File: src/rtl/demux_pkg.sv
// Shared types and constants for the stream demultiplexer.
package demux_pkg;

  typedef enum logic [1:0] {
    ST_IDLE = 2'd0,
    ST_BUSY = 2'd1,
    ST_DROP = 2'd2
  } state_e;

  localparam int unsigned DROP_CNT_W = 16;

endpackage

File: src/rtl/demux_out_reg.sv
// Single output register stage: holds one beat plus its channel and
// exposes per-channel valid with a pass-through ready toward the input.
module demux_out_reg #(
  parameter int unsigned WIDTH = 8,
  parameter int unsigned NCH   = 4,
  parameter int unsigned SELW  = 2
) (
  input  logic             clk,
  input  logic             rst_n,
  input  logic             load,
  input  logic [WIDTH-1:0] ld_data,
  input  logic             ld_last,
  input  logic [SELW-1:0]  ld_ch,
  input  logic [NCH-1:0]   out_ready,
  output logic             in_ready_c,
  output logic [NCH-1:0]   out_valid,
  output logic [WIDTH-1:0] out_data,
  output logic             out_last
);

  localparam int unsigned NPAD = 1 << SELW;

  logic             vld_q, vld_d;
  logic [WIDTH-1:0] data_q, data_d;
  logic             last_q, last_d;
  logic [SELW-1:0]  ch_q, ch_d;
  logic [NPAD-1:0]  rdy_pad;
  logic             take;

  // Pad ready so any ch_q value indexes in range.
  assign rdy_pad    = NPAD'(out_ready);
  assign take       = vld_q & rdy_pad[ch_q];
  assign in_ready_c = ~vld_q | rdy_pad[ch_q];

  always_comb begin
    vld_d  = vld_q;
    data_d = data_q;
    last_d = last_q;
    ch_d   = ch_q;
    if (take) vld_d = 1'b0;
    if (load) begin
      vld_d  = 1'b1;
      data_d = ld_data;
      last_d = ld_last;
      ch_d   = ld_ch;
    end
  end

  always_ff @(posedge clk or negedge rst_n) begin
    if (!rst_n) begin
      vld_q  <= 1'b0;
      data_q <= '0;
      last_q <= 1'b0;
      ch_q   <= '0;
    end else begin
      vld_q  <= vld_d;
      data_q <= data_d;
      last_q <= last_d;
      ch_q   <= ch_d;
    end
  end

  always_comb begin
    out_valid = '0;
    for (int unsigned i = 0; i < NCH; i++) begin
      out_valid[i] = vld_q && (ch_q == SELW'(i));
    end
  end

  assign out_data = data_q;
  assign out_last = last_q;

endmodule

File: src/rtl/stream_demux.sv
// Valid/ready stream demultiplexer: per-beat or per-packet routing to
// NCH channels, dropping and counting beats with an out-of-range route.
module stream_demux
  import demux_pkg::*;
#(
  parameter int unsigned WIDTH  = 8,
  parameter int unsigned NCH    = 4,
  parameter int unsigned PACKET = 0,
  localparam int unsigned SELW  = (NCH > 2) ? $clog2(NCH) : 1
) (
  input  logic                  CLK,
  input  logic                  RST_N,
  input  logic                  IN_VALID,
  output logic                  IN_READY,
  input  logic [WIDTH-1:0]      IN_DATA,
  input  logic [SELW-1:0]       IN_SEL,
  input  logic                  IN_LAST,
  output logic [NCH-1:0]        OUT_VALID,
  input  logic [NCH-1:0]        OUT_READY,
  output logic [WIDTH-1:0]      OUT_DATA,
  output logic                  OUT_LAST,
  output logic [DROP_CNT_W-1:0] DROP_CNT
);

  localparam logic [SELW:0]           NCH_LIM = (SELW + 1)'(NCH);
  localparam logic [DROP_CNT_W-1:0]   CNT_MAX = '1;

  state_e                state_q, state_d;
  logic [SELW-1:0]       route_q, route_d;
  logic [DROP_CNT_W-1:0] cnt_q, cnt_d;

  logic [SELW-1:0] route_c;
  logic            route_ok_c;
  logic            accept_c;
  logic            load_c;
  logic            drop_c;
  logic            in_ready_c;

  always_ff @(posedge CLK or negedge RST_N) begin
    if (!RST_N) begin
      state_q <= ST_IDLE;
      route_q <= '0;
      cnt_q   <= '0;
    end else begin
      state_q <= state_d;
      route_q <= route_d;
      cnt_q   <= cnt_d;
    end
  end

  // Route latches on the first beat of a packet; LAST returns to IDLE.
  always_comb begin
    state_d = state_q;
    route_d = route_q;
    cnt_d   = cnt_q;
    if (drop_c && (cnt_q != CNT_MAX)) cnt_d = cnt_q + DROP_CNT_W'(1);
    if ((PACKET != 0) && accept_c) begin
      unique case (state_q)
        ST_IDLE: begin
          route_d = IN_SEL;
          if (!IN_LAST) state_d = route_ok_c ? ST_BUSY : ST_DROP;
        end
        ST_BUSY, ST_DROP: begin
          if (IN_LAST) state_d = ST_IDLE;
        end
        default: state_d = ST_IDLE;
      endcase
    end
  end

  always_comb begin
    route_c    = (state_q == ST_IDLE) ? IN_SEL : route_q;
    route_ok_c = {1'b0, route_c} < NCH_LIM;
    accept_c   = IN_VALID & in_ready_c;
    load_c     = accept_c & route_ok_c;
    drop_c     = accept_c & ~route_ok_c;
  end

  demux_out_reg #(
    .WIDTH (WIDTH),
    .NCH   (NCH),
    .SELW  (SELW)
  ) u_out_reg (
    .clk        (CLK),
    .rst_n      (RST_N),
    .load       (load_c),
    .ld_data    (IN_DATA),
    .ld_last    (IN_LAST),
    .ld_ch      (route_c),
    .out_ready  (OUT_READY),
    .in_ready_c (in_ready_c),
    .out_valid  (OUT_VALID),
    .out_data   (OUT_DATA),
    .out_last   (OUT_LAST)
  );

  assign IN_READY = in_ready_c;
  assign DROP_CNT = cnt_q;

endmodule

File: config.mk
export PLATFORM = sky130hd
export DESIGN_NAME = stream_demux
export DESIGN_NICKNAME = d
export VERILOG_FILES = /design/src/rtl/demux_pkg.sv /design/src/rtl/demux_out_reg.sv /design/src/rtl/stream_demux.sv
export SDC_FILE = /design/constraint.sdc
export NUM_CORES = 1
export LEC_CHECK = 0
export ABC_AREA = 1
export CORE_AREA = 2 2 50 52
export DETAILED_ROUTE_END_ITERATION = 8
export DIE_AREA = 0 0 52 54
export PLACE_DENSITY = 0.72
export SYNTH_ARGS = -nofsm -noshare
export SYNTH_HDL_FRONTEND = slang
export SYNTH_HIERARCHICAL = 1
export SYNTH_SLANG_ARGS = --single-unit
File: constraint.sdc
create_clock -name CLK -period 1.2 [get_ports CLK]
set_input_delay 0.3 -clock CLK [delete_from_list [all_inputs] [get_ports CLK]]
set_output_delay 0.3 -clock CLK [all_outputs]
set_load 0.02 [all_outputs]
==> results of run 1 <==
==> Yosys cell counts <==
| master | instances |
|---|---|
| nor3_1 | 4 |
| buf_2 | 1 |
| nand2_1 | 37 |
| nand2_2 | 2 |
| inv_1 | 3 |
| buf_4 | 16 |
| nand3_2 | 1 |
| conb_1 | 1 |
| inv_2 | 2 |
| o21ai_0 | 2 |
| dfrtp_1 | 12 |
==> how the worst min path moves through the flow <==
stage / start / endpoint / slack [ps]
after detailed placement: u_out_reg/out_data[3] / u_out_reg/out_data[3] / 460
after global routing: RST_N / u_out_reg/ch_q[0] / 350
after CTS: RST_N / u_out_reg/out_data[5] / 330
after global placement: u_out_reg/out_data[3] / u_out_reg/out_data[3] / 460
after floorplan: RST_N / u_out_reg/ch_q[0] / 4
final: RST_N / u_out_reg/out_data[5] / 330
==> flip-flops by register name, indices dropped and copies added (netlist names) <==
signal / count
u_out_reg/ch_q: 2
u_out_reg/vld_q: 1
u_out_reg/out_last: 1
u_out_reg/out_data: 8
==> cell type report <==
type / count / area, um2 / area share, %
well taps: 30 / 37.5 / 3.33
repair buffers: 45 / 397 / 35.2
inverters: 5 / 36.3 / 3.22
multi-input cells: 62 / 318 / 28.2
clock buffers: 4 / 36.3 / 3.22
flip-flops and latches: 12 / 303 / 26.9
==> logic make-up after synthesis <==
logic type / share of synthesized area, %
and+or+nand+nor: 28.4
buffers and inverters: 22.5
DFF: 47.0
AOI/OAI and AO/OA: 1.57
other: 0.587
==> layout by cell type, fill, tap and decap left out, drive strengths merged <==
cell,n
nand3,1
inv,5
buf,27
clkbuf,5
conb,16
clkdlybuf4s50,17
o21ai,2
dfrtp,12
nor3,4
nand2,39
==> metal layers <==
layer	up-vias	track usage (%)
met5	-	0
met4	0	3.95
met3	0	3.61
met2	27	22.6
met1	276	12.5
li1	308	-
==> metrics by stage <==
stage,hold WS (ps),std cells
2_1_floorplan,4.41,96
3_3_place_gp,458,147
3_5_place_dp,459,147
4_1_cts,331,157
5_1_grt,347,158
6_report,325,158
==> what timing repair did <==
item / in CTS / in global routing
pin swaps: 5 / 11
endpoints found under the setup margin: 26 / 17
resized for setup: 73 / 20
cloned: 0 / 1
setup buffers: 6 / 1
hold buffers: 0 / 0
==> power by group <==
group	internal, uW	switching [uW]
Sequential	608	146
Combinational	819	958
Clock	184	141
Total	1610	1240
==> results.md, run 1 <==
- Outcome: complete, but fails checks
- Failing checks: negative setup slack
- IO Port Bufs: 31
- Total CTS buffers: 3
- Routed length on met1: between 500 and 600 um
- Antenna Diode Count: 0
- P&R area growth vs syn: 76.3%
- Clk sinks: 12
- Ports: 48
- Initial core utilization: 27.6%
- Chip width: ~52 um
- Critical path class: reg2out
- Area share of the largest cell type after synthesis: 47.0%
- Pre-CTS setup slack: -729 ps
- DR pass1 iterations: 3
- Max-slew violation count: 0
- Clock Latency Late Sink: between 200 and 300 ps
- Final instance area: 0.00113 mm2
- Cell Chain, Critical Path: buf_4, nor3_2, buf_4
- Core Area: 0.00232 mm2
- Area leader, netlist: dfrtp_1
- TritonCTS clock tree: done
- Sum Neg Setup Slack: -2610 ps
- Final setup violation count: 17
- Vias in the first global route: 578
- DPL Wire Length: roughly 1100 um
- Root Buffer: clkbuf_4
- Antenna violations before repair: 0
- Pin count of the biggest net entering global routing: 13
- CP Capture Type: output port
- Die footprint: 0.00281 mm2
- Util after Layout: 48.6%
- Post-synth cell types: 11
- R2R Setup Slk: -160 ps
- Final ANT Viol Nets: 0
- Critical path's slowest cell: dfrtp_2
- Worst Hold Class: in2async
- Max Clk Rate: around 0.67 GHz
- Via count: between 600 and 700
- # fillers: 240
- Die H: approximately 54 um
- Top layer in use: met3
- Register area share after synthesis: 47.0%
- R2R Path Start: u_out_reg/ch_q[1]
- Final Hold Fails: 0
- Clock transition at path regs: ~80 ps
- Final worst slack: -291 ps
- R2R Path End: u_out_reg/out_data[7]
- Met3 WL: 177 um
- CP endpoint: OUT_VALID[0]
- Synth area leaders: dfrtp_1 47%, nand2_1 22%, buf_4 19%
- Tmin final: about 1500 ps
- Post-layout nets: roughly 150
- Total global-route track usage: around an eighth
- Vias per cell: slightly below 4
- Starting DRT DRC Count: 1
- Critical-path maximum fanout: 5
- Most frequent CP cell: buf_4
- Buffer and inverter count on the worst path: 2
- Slowest stage delay, CP: between 400 and 500 ps
- Delay-heaviest family, CP: flip-flops
- Final Cycle Share: 124%
- Htree depth: 1
- Unrepaired setup endpoints after global routing: true
- Area of the mapped netlist: about 640 um2
- Row cnt: 18
- Clock Tree Buf Depth: 2
- Synth warn: 6
- Peak supply drop: roughly 1100 uV
- Number of synthesized register bits: 12
- GPL Wtd Cong: 0.594
- PwrDens: 2530 mW/mm2
- Final wirelength: about 1600 um
- Met2 wire len: ~900 um
- Worst EP required: 900 ps
- Skew final: about 3.5 ps
- Critical path depth: 3
- Tot Pwr: 2860 uW
- WL per Instance: just over 10 um
- Placement Cell Area: 0.00100 mm2
- Mapped Avg Cell Area: between 7 and 8 um2
- CP arrival: between 1000 and 1500 ps
- Max cap viols: 0
- CP startpoint: u_out_reg/ch_q[0]
- Setup crit start kind: register
- Global-route wire length before repair: 2460 um
- Worst-case reg-to-reg path depth: 9
- GR Overflow Total: 0
- Lkg Pwr: a little under 0.0006 uW
- Cells after synthesis: roughly 80
- Final routed DRC violation total: 0
- Layout cells sized above 1: between 40% and 50%
Power figures use the tool's default switching activity.
==> run 2: changes to the inputs <==
- CORE_AREA: 2 2 50 52 -> 2 2 46 48
- DIE_AREA: 0 0 52 54 -> 0 0 48 50
- PLACE_DENSITY: 0.72 -> 0.8
- clock period: 1.2 -> 1.8 ns (I/O delays scaled with it)
==> run 2 against run 1 <==
Effect of this change: the flow now finishes without violations; sequential power down 35%; final cell count fell by 9.5%; hold slack improved by 150 ps; sequential share of layout area grew 4.2 points; final area down 14%; critical path depth rose by 3; via count fell by 5.7%; register-to-register slack improved by 520 ps; global-route usage up 0.11 points; first-iteration DRC count rose to 5.0 times the previous value; non-clock buffer count decreased by 11; clock power shrank 50%; critical path type is now in2out; highest routed layer unchanged.
==> results.md, run 2 (synthesized netlist as in run 1, its figures left out) <==
- Postcts setup bufs: 0 (-6)
- Clk sinks: 12 (unchanged)
- Root Buffer: clkbuf_4
- Layout cells sized above 1: 12.1% (-32 points)
- Antenna violations before repair: 0 (unchanged)
- Final setup violation count: 0 (-17)
- Min-Delay Path Depth: 2
- Hold Path Sink: u_out_reg/out_data[1]
- Unrepaired setup endpoints after global routing: true
- TritonCTS clock tree: done
- Chip width: 48 um (-7.7%)
- Clock Latency Late Sink: 260 ps (about the same)
- Skew final: 4.94 ps (+1.46 ps)
- Antenna Diode Count: 0 (unchanged)
- Total global-route track usage: 12.0% (+0.11 points)
- R2R Setup Slk: 360 ps (+520 ps)
- Ports: 48 (unchanged)
- Peak supply drop: 581 uV (-45%)
- Starting DRT DRC Count: 5 (+4)
- Row cnt: 16 (-2)
- Comb pwr share: 57.9% (-4.3 points)
- P_sw: 668 uW (-46%)
- Worst Hold Class: reg2reg
- PwrDens: 1590 mW/mm2 (-37%)
- Max reg flops: 8 (unchanged)
- Final instance area: 966 um2 (-14%)
- DPL Wire Length: 1100 um (+0.85%)
- Final routed DRC violation total: 0 (unchanged)
- Die footprint: 0.00240 mm2 (-15%)
- Clock power frac: 10.4% (-1.0 points)
- Die H: 50 um (-7.4%)
- Critical-path maximum fanout: 2 (-3)
- R2R Path End: u_out_reg/ch_q[0]
- Sum Neg Setup Slack: 0 ps (+2610 ps)
- Critical path class: in2out
- Setup crit start kind: primary input
- Worst EP required: 1350 ps (+450 ps)
- Max-slew violation count: 0 (unchanged)
- CP arrival: 1300 ps (+110 ps)
- R2R Path Start: u_out_reg/ch_q[0]
- P&R area growth vs syn: 51.1%
- DR pass1 iterations: 2 (-1)
- IO Port Bufs: 31 (unchanged)
- Clock transition at path regs: 80 ps (about the same)
- Most frequent cells in the layout: 35 x nand2_1, 25 x clkdlybuf4s50_1, 16 x conb_1
- Min-delay src: u_out_reg/out_data[1]
- Total CTS buffers: 3 (unchanged)
- Switching share of power: 43.4% (-0.23 points)
- Worst slew pin tran: 527 ps
- Multi-input gate area: 256 um2 (-19%)
- Worst-case reg-to-reg path depth: 10 (+1)
- # fillers: 191 (-20%)
- Power Internal: 872 uW (-46%)
- Placement Cell Area: 937 um2 (-6.6%)
- Htree depth: 1 (unchanged)
- Vias per cell: 4.03 (+4.2%)
- Final ANT Viol Nets: 0 (unchanged)
- Final Cycle Share: 97.2%
- Lkg Pwr: 0.000511 uW (-14%)
- Max transition margin: between 60% and 70%
- Initial core utilization: 33.6% (+6.1 points)
- Reg power frac: 31.6% (+5.2 points)
- Commonest non-fill, non-tap cell in the layout: nand2_1
- CP Capture Type: output port
- GR Overflow Total: 0 (unchanged)
- Pin count of the biggest net entering global routing: 13 (unchanged)
- Via count: 576 (-5.7%)
- Clock Tree Buf Depth: 2 (unchanged)
- Final Hold Fails: 0 (unchanged)
- GPL Wtd Cong: 0.642 (+8.1%)
- Max cap viols: 0 (unchanged)
- Tmin final: roughly 1800 ps
- Final wirelength: 1360 um (-16%)
- Core Area: 0.00190 mm2 (-18%)
- Fin Hold WS: 477 ps (+152 ps)
- Global-route wire length before repair: 1980 um (-19%)
- Max Clk Rate: approximately 0.57 GHz
- FF/Latch Area: 300 um2 (-0.83%)
- Post-layout nets: 136 (-7.5%)
- Outcome: finished, final reports clean
- WL per Instance: 9.52 um (-7.7%)
- Vias in the first global route: 475 (-18%)
==> run 2: worst max-delay path, stage by stage <==
cell             delay [ps]
clkdlybuf4s50_1         460
nand2_1                  50
nand2_1                  80
nand2_2                  50
nand3_2                  80
buf_6                   120
==> run 2: what timing repair did <==
item | in CTS | in global routing
cloned | 0 | 0
pin swaps | 0 | 2
gates resized for setup | 9 | 8
endpoints found under the setup margin | 5 | 3
hold buffers | 0 | 0
==> run 2: power groups by stage <==
| stage | sequential [uW] | combinational, uW | clock, uW |
|---|---|---|---|
| final | 487 | 892 | 161 |
| after global routing | 504 | 977 | 181 |
| after CTS | 489 | 880 | 167 |
| after detailed placement | 494 | 910 | 0 |
| after global placement | 486 | 888 | 0 |
| after floorplan | 604 | 379 | 0 |
==> run 2: metrics by stage <==
step	std cells	setup slack, ps	util [%]	total power, uW
detailed placement	140	-439	49.3	1400
floorplan	96	384	-	984
global route	143	-0.775	50.8	1660
global placement	140	-383	49.3	1370
finish	143	49.9	50.8	1540
CTS	143	16.5	50.1	1540
==> run 2: worst max path at each step <==
stage / from / endpoint / slack (ps) / cells past startpoint
CTS: OUT_READY[1] / IN_READY / 20 / 6
finish: OUT_READY[3] / IN_READY / 50 / 6
detailed placement: OUT_READY[1] / IN_READY / -440 / 6
global placement: OUT_READY[0] / IN_READY / -380 / 6
global route: OUT_READY[0] / IN_READY / -0.8 / 6
floorplan: u_out_reg/ch_q[0] / OUT_VALID[3] / 380 / 2
==> run 2: cell type report <==
class	count	area share (%)
Timing Repair Buffer	34	34.6
Sequential cell	12	31.1
Multi-Input combinational cell	62	26.6
Tap cell	27	3.50
Clock buffer	3	2.33
Inverter	5	1.94
==> run 2: per-layer routing <==
layer	track usage [%]	part of all wire, %	vias to the layer above	wire length, um
met4	5.41	0	0	0
met3	5.49	11	0	154
met2	19.8	51	33	688
met5	0	0	-	0
met1	12.5	38	256	518
li1	-	-	287	-
==> run 3: changes to the inputs <==
- RECOVER_POWER: not set -> 100
==> run 3 against run 2 <==
Effect of this change: setup slack hardly changed; first-iteration DRC count did not move; power decreased by 0.18%; flip-flop and latch count unchanged; global-route usage unchanged; critical path type unchanged; combinational power hardly changed; count of clock-buffer cells in the layout did not move; critical path depth unchanged; maximum frequency is essentially flat; critical endpoint unchanged; hold slack barely moved.
==> results.md, run 3 (synthesized netlist as in run 1, its figures left out) <==
- Ports: 48 (unchanged)
- Final setup violation count: 0 (unchanged)
- Worst slew pin tran: 532 ps (+5.18 ps)
- Root Buffer: clkbuf_4
- Global-route wire length before repair: 1980 um (unchanged)
- Max cap viols: 0 (unchanged)
- Clock Tree Buf Depth: 2 (unchanged)
- Total global-route track usage: 12.0% (unchanged)
- Postcts setup bufs: 0 (unchanged)
- Final wirelength: 1360 um (+0.22%)
- P&R area growth vs syn: 51.1% (unchanged)
- Post-layout nets: 136 (unchanged)
- Hold_buf cts: 0 (unchanged)
- Final routed DRC violation total: 0 (unchanged)
- Slowest stage delay, CP: 460 ps (about the same)
- Lkg Pwr: 0.000512 uW (+0.17%)
- Worst Hold Class: reg2reg
- Clock Latency Late Sink: 260 ps (about the same)
- Placed cell count: 140 (unchanged)
- TritonCTS clock tree: done
- IO Port Bufs: 31 (unchanged)
- GR Overflow Total: 0 (unchanged)
- Tmin final: 1750 ps (-0.0431 ps)
- Critical path's slowest cell: clkdlybuf4s50_1
- Worst EP required: 1350 ps (about the same)
- Util after Layout: 50.8% (unchanged)
- Critical path class: in2out
- Total CTS buffers: 3 (unchanged)
- Pin count of the biggest net entering global routing: 13 (unchanged)
- PwrDens: 1590 mW/mm2 (-0.18%)
- Htree depth: 1 (unchanged)
- Vias in the first global route: 475 (unchanged)
- Vias per cell: 4.00 (-0.69%)
- Final ANT Viol Nets: 0 (unchanged)
- Antenna violations before repair: 0 (unchanged)
- Die footprint: 0.00240 mm2 (unchanged)
- Commonest non-fill, non-tap cell in the layout: nand2_1
- Non-Filler Instances: 143 (unchanged)
- Max reg flops: 8 (unchanged)
- Pre-CTS setup slack: -439 ps (unchanged)
- Chip width: 48 um (unchanged)
- Core Area: 0.00190 mm2 (unchanged)
- Multi-input gate area: 256 um2 (unchanged)
- FF/Latch Area: 300 um2 (unchanged)
- Antenna Diode Count: 0 (unchanged)
- Most frequent cells in the layout: 35 x nand2_1, 24 x clkdlybuf4s50_1, 16 x conb_1
- Skew final: 5.01 ps (+0.0760 ps)
- Peak supply drop: 581 uV (about the same)
- Via count: 572 (-0.69%)
- DPL Wire Length: 1100 um (unchanged)
- Final Cycle Share: 97.2% (about the same)
- # fillers: 191 (unchanged)
- Row cnt: 16 (unchanged)
- Cell Chain, Critical Path: clkdlybuf4s50_1, nand2_1, nand2_1, nand2_2, nand3_2, buf_6
- Initial core utilization: 33.6% (unchanged)
- Critical-path maximum fanout: 2 (unchanged)
- Max-slew violation count: 0 (unchanged)
- DR pass1 iterations: 2 (unchanged)
- GPL Wtd Cong: 0.642 (unchanged)
- WL per Instance: 9.54 um (+0.22%)
- Setup crit start kind: primary input
- Max transition margin: 64.4% (-0.35 points)
- Die H: 50 um (unchanged)
- Final worst slack: 49.9 ps (+0.0431 ps)
- Fin Hold WS: 477 ps (-0.0180 ps)
- Unrepaired setup endpoints after global routing: true
- Most frequent CP cell: nand2_1
- Clk sinks: 12 (unchanged)
- Outcome: finished, final reports clean
- Final Hold Fails: 0 (unchanged)
- CP arrival: 1300 ps (about the same)
- CP Capture Type: output port
- Starting DRT DRC Count: 5 (unchanged)
- Max Clk Rate: 0.571 GHz (about the same)
- Clock transition at path regs: 80 ps (about the same)
- Tot Pwr: 1540 uW (-0.18%)
- Layout cells sized above 1: 11.2% (-0.86 points)
-- run 3: cell types whose count changed in the layout (fill, tap and decap cells not counted), sizes merged --
cell           before  now
clkdlybuf4s50      25   24
dlygate4sd3         0    1
-- run 3: path summary, 6_finish.rpt --
path,start,to,slack [ps],cells after the start
setup / recovery,OUT_READY[3],IN_READY,50,6
hold / removal,u_out_reg/out_data[1],u_out_reg/out_data[1],480,2
setup reg to reg,u_out_reg/ch_q[0],u_out_reg/out_data[0],300,11
hold reg to reg,u_out_reg/out_data[1],u_out_reg/out_data[1],480,2
max in group asynchronous,RST_N,u_out_reg/out_data[3],850,1
min in group asynchronous,RST_N,u_out_reg/vld_q,600,1
-- run 3: where the power goes --
group	switching (uW)	internal, uW	total (uW)
logic	496	393	889
clock network	83.4	77.2	161
registers	86.3	401	487
-- run 3: layer usage --
metal	wire, um	vias to the layer above	share of wire [%]	global-route usage, %
met5	0	-	0	0
met2	694	33	51	19.8
met3	154	0	11	5.49
li1	-	286	-	-
met4	0	0	0	5.41
met1	514	253	38	12.5
-- run 3: area by class of cell --
cell class	instances	area share (%)
clock buffer	3	2.33
inverter	5	1.94
multi-input combinational	62	26.6
sequential	12	31.1
tap	27	3.50
timing repair buffer	34	34.6
-- run 3: through the flow --
step	area, um2	setup TNS, ps
3_3_place_gp	937	-383
6_report	966	0
2_1_floorplan	696	0
5_1_grt	966	-0.775
3_5_place_dp	937	-445
4_1_cts	952	0
-- run 3: timing repair --
item / in CTS / in global routing
pin swaps: 0 / 2
endpoints found under the setup margin: 5 / 3
gates resized for setup: 9 / 8
-- run 3: worst max-delay path, delay by kind of cell --
kind                   cells  cell delay [ps]
buffers and inverters      2              580
and+or+nand+nor            4              260
